[config.mk]
export PLATFORM = sky130hd
export DESIGN_NAME = block_animator
export DESIGN_NICKNAME = d
export VERILOG_FILES = /design/src/rtl/block_animator.sv
export SDC_FILE = /design/constraint.sdc
export NUM_CORES = 1
export LEC_CHECK = 0
export CAP_MARGIN = 25
export CORE_ASPECT_RATIO = 1.4
export CORE_UTILIZATION = 50
export DETAILED_ROUTE_END_ITERATION = 12
export PLACE_DENSITY = 0.83
export SLEW_MARGIN = 20
export SYNTH_ARGS = -nofsm -noshare
export SYNTH_HDL_FRONTEND = slang
export SYNTH_SLANG_ARGS = --single-unit
[constraint.sdc]
create_clock -name clk -period 2.5 [get_ports clk]
set_input_delay 0.5 -clock clk [delete_from_list [all_inputs] [get_ports clk]]
set_output_delay 0.5 -clock clk [all_outputs]
set_load 0.01 [all_outputs]
[src/rtl/block_animator.sv]
// Block animator: a BLOCK_W x BLOCK_H block bounces horizontally along row Y_ROW.
// The block is erased, moved and redrawn once per frame tick. A stop request freezes it.
module block_animator #(
  parameter int BLOCK_W = 4,
  parameter int BLOCK_H = 4,
  parameter int X_MAX   = 159,
  parameter int Y_ROW   = 100
) (
  input  logic       clk,
  input  logic       resetn,
  input  logic       go,
  input  logic       frame_done,
  input  logic       stop,
  input  logic [2:0] colour_in,
  output logic [7:0] x_out,
  output logic [6:0] y_out,
  output logic [2:0] colour_out,
  output logic       plot,
  output logic       busy,
  output logic       halted,
  output logic [7:0] pos_x
);

  localparam logic [3:0] PX_LAST = 4'(BLOCK_W - 1);
  localparam logic [3:0] PY_LAST = 4'(BLOCK_H - 1);
  localparam logic [7:0] X_RIGHT = 8'(X_MAX - BLOCK_W + 1);
  localparam logic [6:0] Y_BASE  = 7'(Y_ROW);

  typedef enum logic [2:0] {IDLE, DRAW, WAIT_FRAME, ERASE, MOVE, HALT} state_t;

  state_t     state_reg, state_next;
  logic       fd_prev_reg;
  logic       dir_reg;
  logic [7:0] pos_x_reg;
  logic [3:0] px_reg, py_reg;
  logic       tick, walking, last_pixel;

  assign tick       = frame_done & ~fd_prev_reg;
  assign walking    = (state_reg == ERASE) || (state_reg == DRAW);
  assign last_pixel = (px_reg == PX_LAST) && (py_reg == PY_LAST);
  assign pos_x      = pos_x_reg;

  always_ff @(posedge clk or negedge resetn) begin
    if (!resetn) state_reg <= IDLE;
    else         state_reg <= state_next;
  end

  always_comb begin
    state_next = state_reg;
    case (state_reg)
      IDLE:       if (go) state_next = DRAW;
      DRAW:       if (last_pixel) state_next = WAIT_FRAME;
      WAIT_FRAME: begin
        if (stop)      state_next = HALT;
        else if (tick) state_next = ERASE;
      end
      ERASE:      if (last_pixel) state_next = MOVE;
      MOVE:       state_next = DRAW;
      HALT:       state_next = HALT;
      default:    state_next = IDLE;
    endcase
  end

  // Pixel walk is cleared in every non-walking state, so each ERASE/DRAW starts at (0,0).
  always_ff @(posedge clk or negedge resetn) begin
    if (!resetn) begin
      fd_prev_reg <= 1'b0;
      px_reg      <= '0;
      py_reg      <= '0;
      pos_x_reg   <= '0;
      dir_reg     <= 1'b0;
    end else begin
      fd_prev_reg <= frame_done;
      if (walking && !last_pixel) begin
        if (px_reg == PX_LAST) begin
          px_reg <= '0;
          py_reg <= py_reg + 4'd1;
        end else begin
          px_reg <= px_reg + 4'd1;
        end
      end else begin
        px_reg <= '0;
        py_reg <= '0;
      end
      if (state_reg == MOVE) begin
        if (!dir_reg) begin
          if (pos_x_reg == X_RIGHT) begin
            dir_reg   <= 1'b1;
            pos_x_reg <= pos_x_reg - 8'd1;
          end else begin
            pos_x_reg <= pos_x_reg + 8'd1;
          end
        end else begin
          if (pos_x_reg == 8'd0) begin
            dir_reg   <= 1'b0;
            pos_x_reg <= pos_x_reg + 8'd1;
          end else begin
            pos_x_reg <= pos_x_reg - 8'd1;
          end
        end
      end
    end
  end

  always_comb begin
    plot       = 1'b0;
    busy       = 1'b0;
    halted     = 1'b0;
    colour_out = 3'd0;
    x_out      = pos_x_reg;
    y_out      = Y_BASE;
    case (state_reg)
      ERASE: begin
        plot  = 1'b1;
        busy  = 1'b1;
        x_out = pos_x_reg + {4'd0, px_reg};
        y_out = Y_BASE + {3'd0, py_reg};
      end
      DRAW: begin
        plot       = 1'b1;
        busy       = 1'b1;
        colour_out = colour_in;
        x_out      = pos_x_reg + {4'd0, px_reg};
        y_out      = Y_BASE + {3'd0, py_reg};
      end
      MOVE:    busy   = 1'b1;
      HALT:    halted = 1'b1;
      default: ;
    endcase
  end

endmodule

Word level (Yosys, flattened, before mapping)

Cells that the tools add are included.
Widths: inputs -> output; s select.

Add/sub/neg operators: 6
Equality and inequality tests: 13
Mux-type cells: 22
Bitwise logic cells: 2
Reduce and logical (&&, ||, !) cells: 9

Operators with widths:

| operator            | number |
|---|---|
| $mux 8              | 4 |
| $mux 3              | 6 |
| $pmux 3 s6          | 1 |
| $mux 4              | 4 |
| $add 4x1->4 const B | 2 |
| $add 8x1->8 const B | 1 |
| $add 8x4->8         | 1 |
| $eq 4x2->1 const B  | 2 |
| $eq 8x8->1 const B  | 1 |
| $logic_not 8->1     | 1 |
| $sub 8x1->8 const B | 1 |
| $add 6x5->7 const A | 1 |
| $mux 7              | 1 |
| $eq 3x2->1 const B  | 2 |
| $eq 3x3->1 const B  | 2 |
| $mux 1              | 6 |
| $ne 2x2->1 const B  | 3 |
| $reduce_and 4->1    | 1 |
| $eq 3x1->1 const B  | 1 |
| $logic_not 3->1     | 1 |
| $ne 3x3->1 const B  | 1 |
| $reduce_or 3->1     | 1 |
| $logic_and 1x1->1   | 2 |
| $ne 2x1->1 const B  | 1 |
| other kinds (5)     | 5 |

Register bits after elaboration: 21
Output and inout port bits: 29

Logic depth before layout (Yosys ltp)

Gate-level depths: netlist of the first run.

Depth in word-level cells: 5
Gate-level depth with buffers: 8

Worst setup path after synthesis of the first run

OpenSTA, ideal clock, no wires.

Path type: register to output
Start point: reg pos_x_reg[0], in the netlist pos_x[0]
End point: out x_out[6]
Data arrival time: 1.796 ns
Data required time: 2.000 ns
Setup slack: 0.204 ns
Stages on the path, launching flop included: 9
Path buffers: 0
Cells stage by stage: dfrtp_1 ha_1 inv_1 fa_1 nor2b_1 o21a_1 o21ai_0 nor2_1 xor2_1

Longest elaborated chain between the ends: 2

RTL lines:

| what                   | RTL line | text |
|---|---|---|
| from (decl)            | 34       | `logic [7:0] pos_x_reg;` |
| from (signal assigned) | 89       | `pos_x_reg <= pos_x_reg - 8'd1;` |
| from (signal assigned) | 91       | `pos_x_reg <= pos_x_reg + 8'd1;` |
| from (signal assigned) | 96       | `pos_x_reg <= pos_x_reg + 8'd1;` |
| $add 8x4->8            | 116, 123 |  |
| $mux 8                 | -        |  |
| to (decl)              | 15       | `output logic [7:0] x_out,` |

Every way passes these cells.

Final worst setup path of the first run

Start point: reg px_reg[0]
End point: out x_out[6]

Longest elaborated chain between the ends: 2

RTL lines:

| what                   | RTL line | text |
|---|---|---|
| from (decl)            | 35       | `logic [3:0] px_reg, py_reg;` |
| from (signal assigned) | 79       | `px_reg <= px_reg + 4'd1;` |
| $add 8x4->8            | 116, 123 |  |
| $mux 8                 | -        |  |

Every way passes these cells.

==> impl_results.md, run 1 <==
- Outcome: complete, no violations
- Maximum root-to-sink buffer count: 2
- Clock skew: 0.004451 ns
- Diode count: 0
- Power Density: 561.1 nW/um^2
- Final HPWL DP: between 2 and 3 mm
- Largest net degree at the start of global routing: 22
- # rows: 23
- Post-route ant nets: 0
- WHS: between 0.5 and 0.6 ns
- #FFs+latches synth: 21
- Critical path peak fanout: 2
- Initial DRC Count: 15
- Top area cells in the synthesized netlist: dfrtp_1 (34%), ha_1 (8.8%), xnor2_1 (5.6%), xor2_1 (3.9%), a21oi_1 (3.8%)
- Min-delay worst type: register to register
- Cell taking the most area after synthesis: dfrtp_1
- Reg2reg start: pos_x[0]
- Via-per-instance ratio: around 5.6
- Number of global-route vias before repair: about 1.5k
- Clock root cell: clkbuf_8
- Arr. time, crit path: just under 2 ns
- Max reg flops: 8
- Critical path origin: px_reg[0]
- Num ports: 37
- Fin area: around 2100 um^2
- Seq/Total Area, Yosys: between 30% and 40%
- Leakage: about 0.99 nW
- Buffers on Ports: 34
- Req. time, crit path: around 2.0 ns
- FMAX: 401.4 MHz
- Num Clock Sinks: 21
- Total die area: between 3000 and 4000 um^2
- RSZ-0062 raised after global routing: yes
- Warnings from Yosys: 0
- Number of flops mapped to enable cells by yosys: 0
- Post-Layout Cell Count: about 260
- Crit. End Element: output pin
- R2r endpoint: pos_x[2]
- Peak supply drop: ~0.64 mV
- Die height: 68.23 um
- Worst Hold Launch: px_reg[0]
- Max_cap viols: 0
- First-pass GRT wire length: about 6 mm
- Reg2reg path depth: 8
- Reg clk slew, reported paths: about 0.08 ns
- Synth top area share: between 30% and 40%
- Final wirelength: 3.821 mm
- CTS Buf Count: 3
- Critical path destination: x_out[6]
- Antenna violations before repair: 0
- Cell area after synthesis: approximately 1600 um^2
- Final min period: 2.491 ns
- Syn Area/Cell: 8.850 um^2
- Synth top cells by count: dfrtp_1 (21), nand2_1 (16), a21oi_1 (12)
- TritonCTS clock tree: yes
- Layout net count: between 200 and 250
- Via count: 1484
- Hold Fails Final Rpt: 0
- Synth-to-layout area growth: 35.54%
- R2r setup slk: between 0.2 and 0.25 ns
- Overall Global Routing Usage: 23.55%
- GRT overflow: 0
- CP Launch Type: register
- Mapped Cells: about 180
- Fin crit share: between 90% and 100%
- Routed len/inst: 14.47 um
- Width of the chip: 49.31 um
- Class of the most critical setup path: register to output pin
- Post-layout util: between 70 and 80%
- Initial Utilization: 53.37%
- # setup viols final: 0
- Placement Cell Area: roughly 2000 um^2
- Hold buffer count at CTS: 0
- Routability cong.: just under 1
- Final count of pins violating max slew: 0
- Async S/R FF share, synth: 100.0%
- Most common cell in the netlist: dfrtp_1
- Core footprint: 2935 um^2
- Cells after DPL: approximately 260
- CTS H-Tree Depth: 1
- DRC: 0
- Drt first pass iters: 4
- Share of cells above drive strength 1: roughly a fifth
- Worst-Skew Late Latency: ~0.26 ns
- Synth Flop Type: dfrtp_1
- Distinct cell type count after synthesis: 46
==> timing repair <==
item,in CTS,in global routing
hold endpoints to repair,0,0
setup buffers,0,1
pin swaps,4,10
setup endpoints to repair,8,7
resized for setup,25,10
==> worst max-delay path: stages (launching register included) <==
cell     delay, ns
dfrtp_1       0.36
ha_2          0.19
inv_2         0.04
fa_2          0.33
nor2b_1       0.13
o21a_1        0.15
o21ai_2       0.06
nor2_1        0.15
xor2_1        0.16
buf_2         0.15
==> where the power goes <==
group	switching, mW	internal, mW	total [mW]	leakage [nW]
combinational	0.271	0.275	0.546	0.685
clock	0.115	0.111	0.226	0.0255
sequential	0.0356	0.384	0.420	0.280
==> kinds of logic (layout without fill, tap and decap cells) <==
group | count (synthesis) | after routing | synth area share [%]
adder cells (fa/ha/maj) | 12 | 12 | 10.06
buffers and inverters | 20 | 69 | 6.149
flip-flops | 21 | 21 | 33.55
XOR/XNOR | 17 | 17 | 9.505
AO/OA/AOI/OAI | 30 | 30 | 11.74
multiplexers | 3 | 3 | 2.236
AND/OR/NAND/NOR | 73 | 73 | 26.52
other | 1 | 2 | 0.2394
==> per-layer routing <==
layer / wire [um] / share of wire [%] / vias up / global-route usage [%]
li1: - / - / 710 / -
met1: 1504 / 39 / 706 / 24.07
met2: 2000 / 52 / 52 / 46.40
met3: 147 / 3.8 / 16 / 2.222
met4: 168 / 4.4 / 0 / 13.60
met5: 0 / 0 / - / 0
==> how the worst min path moves through the flow <==
stage | end | slack [ns] | cells after the start
finish | px_reg[0] | 0.56 | 2
CTS | px_reg[0] | 0.56 | 2
global route | px_reg[0] | 0.58 | 2
global placement | px_reg[0] | 0.53 | 2
floorplan | dir_reg | 0.20 | 0
detailed placement | px_reg[0] | 0.54 | 2
==> per-stage QoR <==
| stage | setup WS, ns | power, mW | setup TNS, ns |
|---|---|---|---|
| after floorplan | 0.2040 | 0.6865 | 0 |
| after global placement | -0.05136 | 0.9446 | -0.1067 |
| after detailed placement | -0.1627 | 0.9646 | -0.5149 |
| after CTS | 0.0007800 | 1.195 | 0 |
| after global routing | -0.06513 | 1.269 | -0.1512 |
| final | 0.008598 | 1.191 | 0 |
==> layout by cell type (no fill, tap or decap), types with 4 or more instances in the layout <==
cell type	instances
nand4_1	4
a21oi_1	11
ha_1	10
buf_2	4
buf_4	21
nor3_1	7
nand2_1	15
inv_1	9
and2_1	4
nand3_1	6
nor2_1	11
clkdlybuf4s50_1	26
dfrtp_1	20
nor3b_1	5
xnor2_1	9
o21ai_0	5
xor2_1	7
==> cell type report <==
class | instances | area, um^2
Inverter | 10 | 37.54
Clock buffer | 3 | 41.29
Clock inverter | 1 | 5.005
Fill cell | 239 | 812.0
Tap cell | 37 | 46.29
Sequential cell | 21 | 526.8
Multi-Input combinational cell | 137 | 993.5
Timing Repair Buffer | 55 | 473.0
No activity file was read; power rests on OpenSTA's default activity.
==> inputs of run 2 (changes only) <==
- CORE_MARGIN: unset -> 2
==> impl_results.md, run 2 (synthesis results as in run 1) <==
- Commonest cells after routing, fill and taps aside: clkdlybuf4s50_1 (26), buf_4 (25), dfrtp_1 (21)
- Post-Layout Cell Count: 270 (+2.3%)
- Max_cap viols: 0 (unchanged)
- Total power: 1.223 mW (+2.7%)
- Power Density: 570.2 nW/um^2 (+1.6%)
- Initial DRC Count: 36 (+21)
- Die height: 70.23 um (+2.9%)
- CTS Buf Count: 3 (unchanged)
- Final HPWL DP: 2.792 mm (-3.7%)
- # rows: 24 (+4.3%)
- Cells after DPL: 264 (+1.9%)
- Via count: 1487 (+0.20%)
- Arr. time, crit path: 1.96 ns (-0.03 ns)
- R2r setup slk: 0.23 ns (about the same)
- Final wirelength: 3.846 mm (+0.65%)
- Number of global-route vias before repair: 1409 (-2.8%)
- Placement Cell Area: 2073 um^2 (+1.2%)
- Share of cells above drive strength 1: 22.08% (+1.8 points)
- Hold Fails Final Rpt: 0 (unchanged)
- Fin area: 2146 um^2 (+1.1%)
- Diode count: 0 (unchanged)
- Slowest-stage cell, CP: dfrtp_1
- Num ports: 37 (unchanged)
- Peak supply drop: 0.4564 mV (-29%)
- FMAX: 405.7 MHz (+1.1%)
- WHS: 0.5671 ns (+0.005958 ns)
- Class of the most critical setup path: register to output pin
- Post-route ant nets: 0 (unchanged)
- GR Util met1: 26.52% (+2.4 points)
- GRT overflow: 0 (unchanged)
- Reg2reg start: pos_x[0]
- Final min period: 2.465 ns (-0.02646 ns)
- Synth-to-layout area growth: 36.98%
- First-pass GRT wire length: 6.216 mm (+2.6%)
- Outcome: complete, no violations
- Reg2reg path depth: 8 (unchanged)
- Min-delay worst type: input port to asynchronous set/reset pin
- DRC: 0 (unchanged)
- Drt first pass iters: 4 (unchanged)
- Clock skew: 0.001326 ns (-0.003125 ns)
- CP Launch Type: register
- Critical path peak fanout: 2 (unchanged)
- CTS H-Tree Depth: 1 (unchanged)
- Core footprint: 3063 um^2 (+4.3%)
- Layout net count: 252 (+1.6%)
- Fin crit share: 98.60% (-1.1 points)
- TritonCTS clock tree: yes
- Clock root cell: clkbuf_8
- Req. time, crit path: 2.00 ns (about the same)
- Crit. End Element: output pin
- Num Clock Sinks: 21 (unchanged)
- Overall Global Routing Usage: 22.61% (-0.95 points)
- Via-per-instance ratio: 5.507 (-2.0%)
- Total die area: 3603 um^2 (+7.1%)
- Grt met3 use: 3.419% (+1.2 points)
- Initial Utilization: 51.14% (-2.2 points)
- RSZ-0062 raised after global routing: yes
- # setup viols final: 0 (unchanged)
- Reg clk slew, reported paths: 0.08 ns (about the same)
- Antenna violations before repair: 0 (unchanged)
- Largest net degree at the start of global routing: 22 (unchanged)
- Buffers on Ports: 34 (unchanged)
- Hold buffer count at CTS: 0 (unchanged)
- Leakage: 1.003 nW (+1.2%)
- Worst Slack Setup Final: 0.03505 ns (+0.02646 ns)
- Worst-Skew Late Latency: 0.27 ns (about the same)
- Routability cong.: 0.8927 (-7.1%)
- Width of the chip: 51.31 um (+4.1%)
- GR peak layer: met2
- DP Worst Slack: -0.1243 ns (+0.03843 ns)
- Commonest non-fill, non-tap cell in the layout: clkdlybuf4s50_1
- Critical Path, Cell by Cell: ha_2 > inv_2 > fa_2 > nor2b_1 > o21a_1 > o21ai_2 > nor2_2 > xor2_1 > buf_2
- Final count of pins violating max slew: 0 (unchanged)
- R2r endpoint: pos_x[2]
- Max reg flops: 8 (unchanged)
- Maximum root-to-sink buffer count: 2 (unchanged)
- Met2 usage: 38.38% (-8.0 points)
- CP peak stage delay: 0.37 ns (about the same)
- Routed len/inst: 14.24 um (-1.6%)
-- run 2: cell type report --
cell class,instances,area [um^2]
Clock buffer,3,41.29
Clock inverter,1,5.005
Fill cell,257,917.1
Inverter,10,37.54
Multi-Input combinational cell,137,984.7
Sequential cell,21,525.5
Tap cell,39,48.80
Timing Repair Buffer,59,503.0
-- run 2: worst max-delay path, delay by kind of cell (launching register included) --
kind | cells | cell delay [ns]
flip-flops | 1 | 0.37
AO/OA/AOI/OAI | 2 | 0.21
adder cells (fa/ha/maj) | 2 | 0.53
AND/OR/NAND/NOR | 2 | 0.25
buffers and inverters | 2 | 0.19
XOR/XNOR | 1 | 0.14
-- run 2: repair_timing --
action	CTS	global route
setup endpoints to repair	7	15
pin swaps	2	4
cloned	0	0
hold endpoints to repair	0	0
resized for setup	22	12
setup buffers	0	2
-- run 2: stage by stage --
step / setup TNS, ns / utilization (%)
after floorplan: 0 / -
after global placement: -0.1220 / 67.69
after detailed placement: -0.2825 / 67.69
after CTS: 0 / 69.04
after global routing: -0.1413 / 70.06
final: 0 / 70.06
-- run 2: per-layer routing --
metal,vias to the layer above,wire length (um)
met1,721,1561
li1,718,-
met5,-,0
met4,0,143
met2,37,1999
met3,11,142
-- run 2: worst max-delay path by stage --
stage / depth (start not counted) / end / start / slack, ns
floorplan: 8 / x_out[6] / pos_x[0] / 0.20
global placement: 9 / x_out[6] / pos_x[0] / -0.06
detailed placement: 9 / x_out[6] / pos_x[0] / -0.12
CTS: 9 / x_out[4] / pos_x[0] / 0.01
global route: 9 / x_out[6] / px_reg[0] / -0.08
finish: 9 / x_out[6] / px_reg[0] / 0.04
-- run 2: power by group --
part           total (mW)  switching [mW]  internal (mW)
clock network       0.237           0.125          0.112
logic               0.567           0.275          0.292
registers           0.420          0.0357          0.384
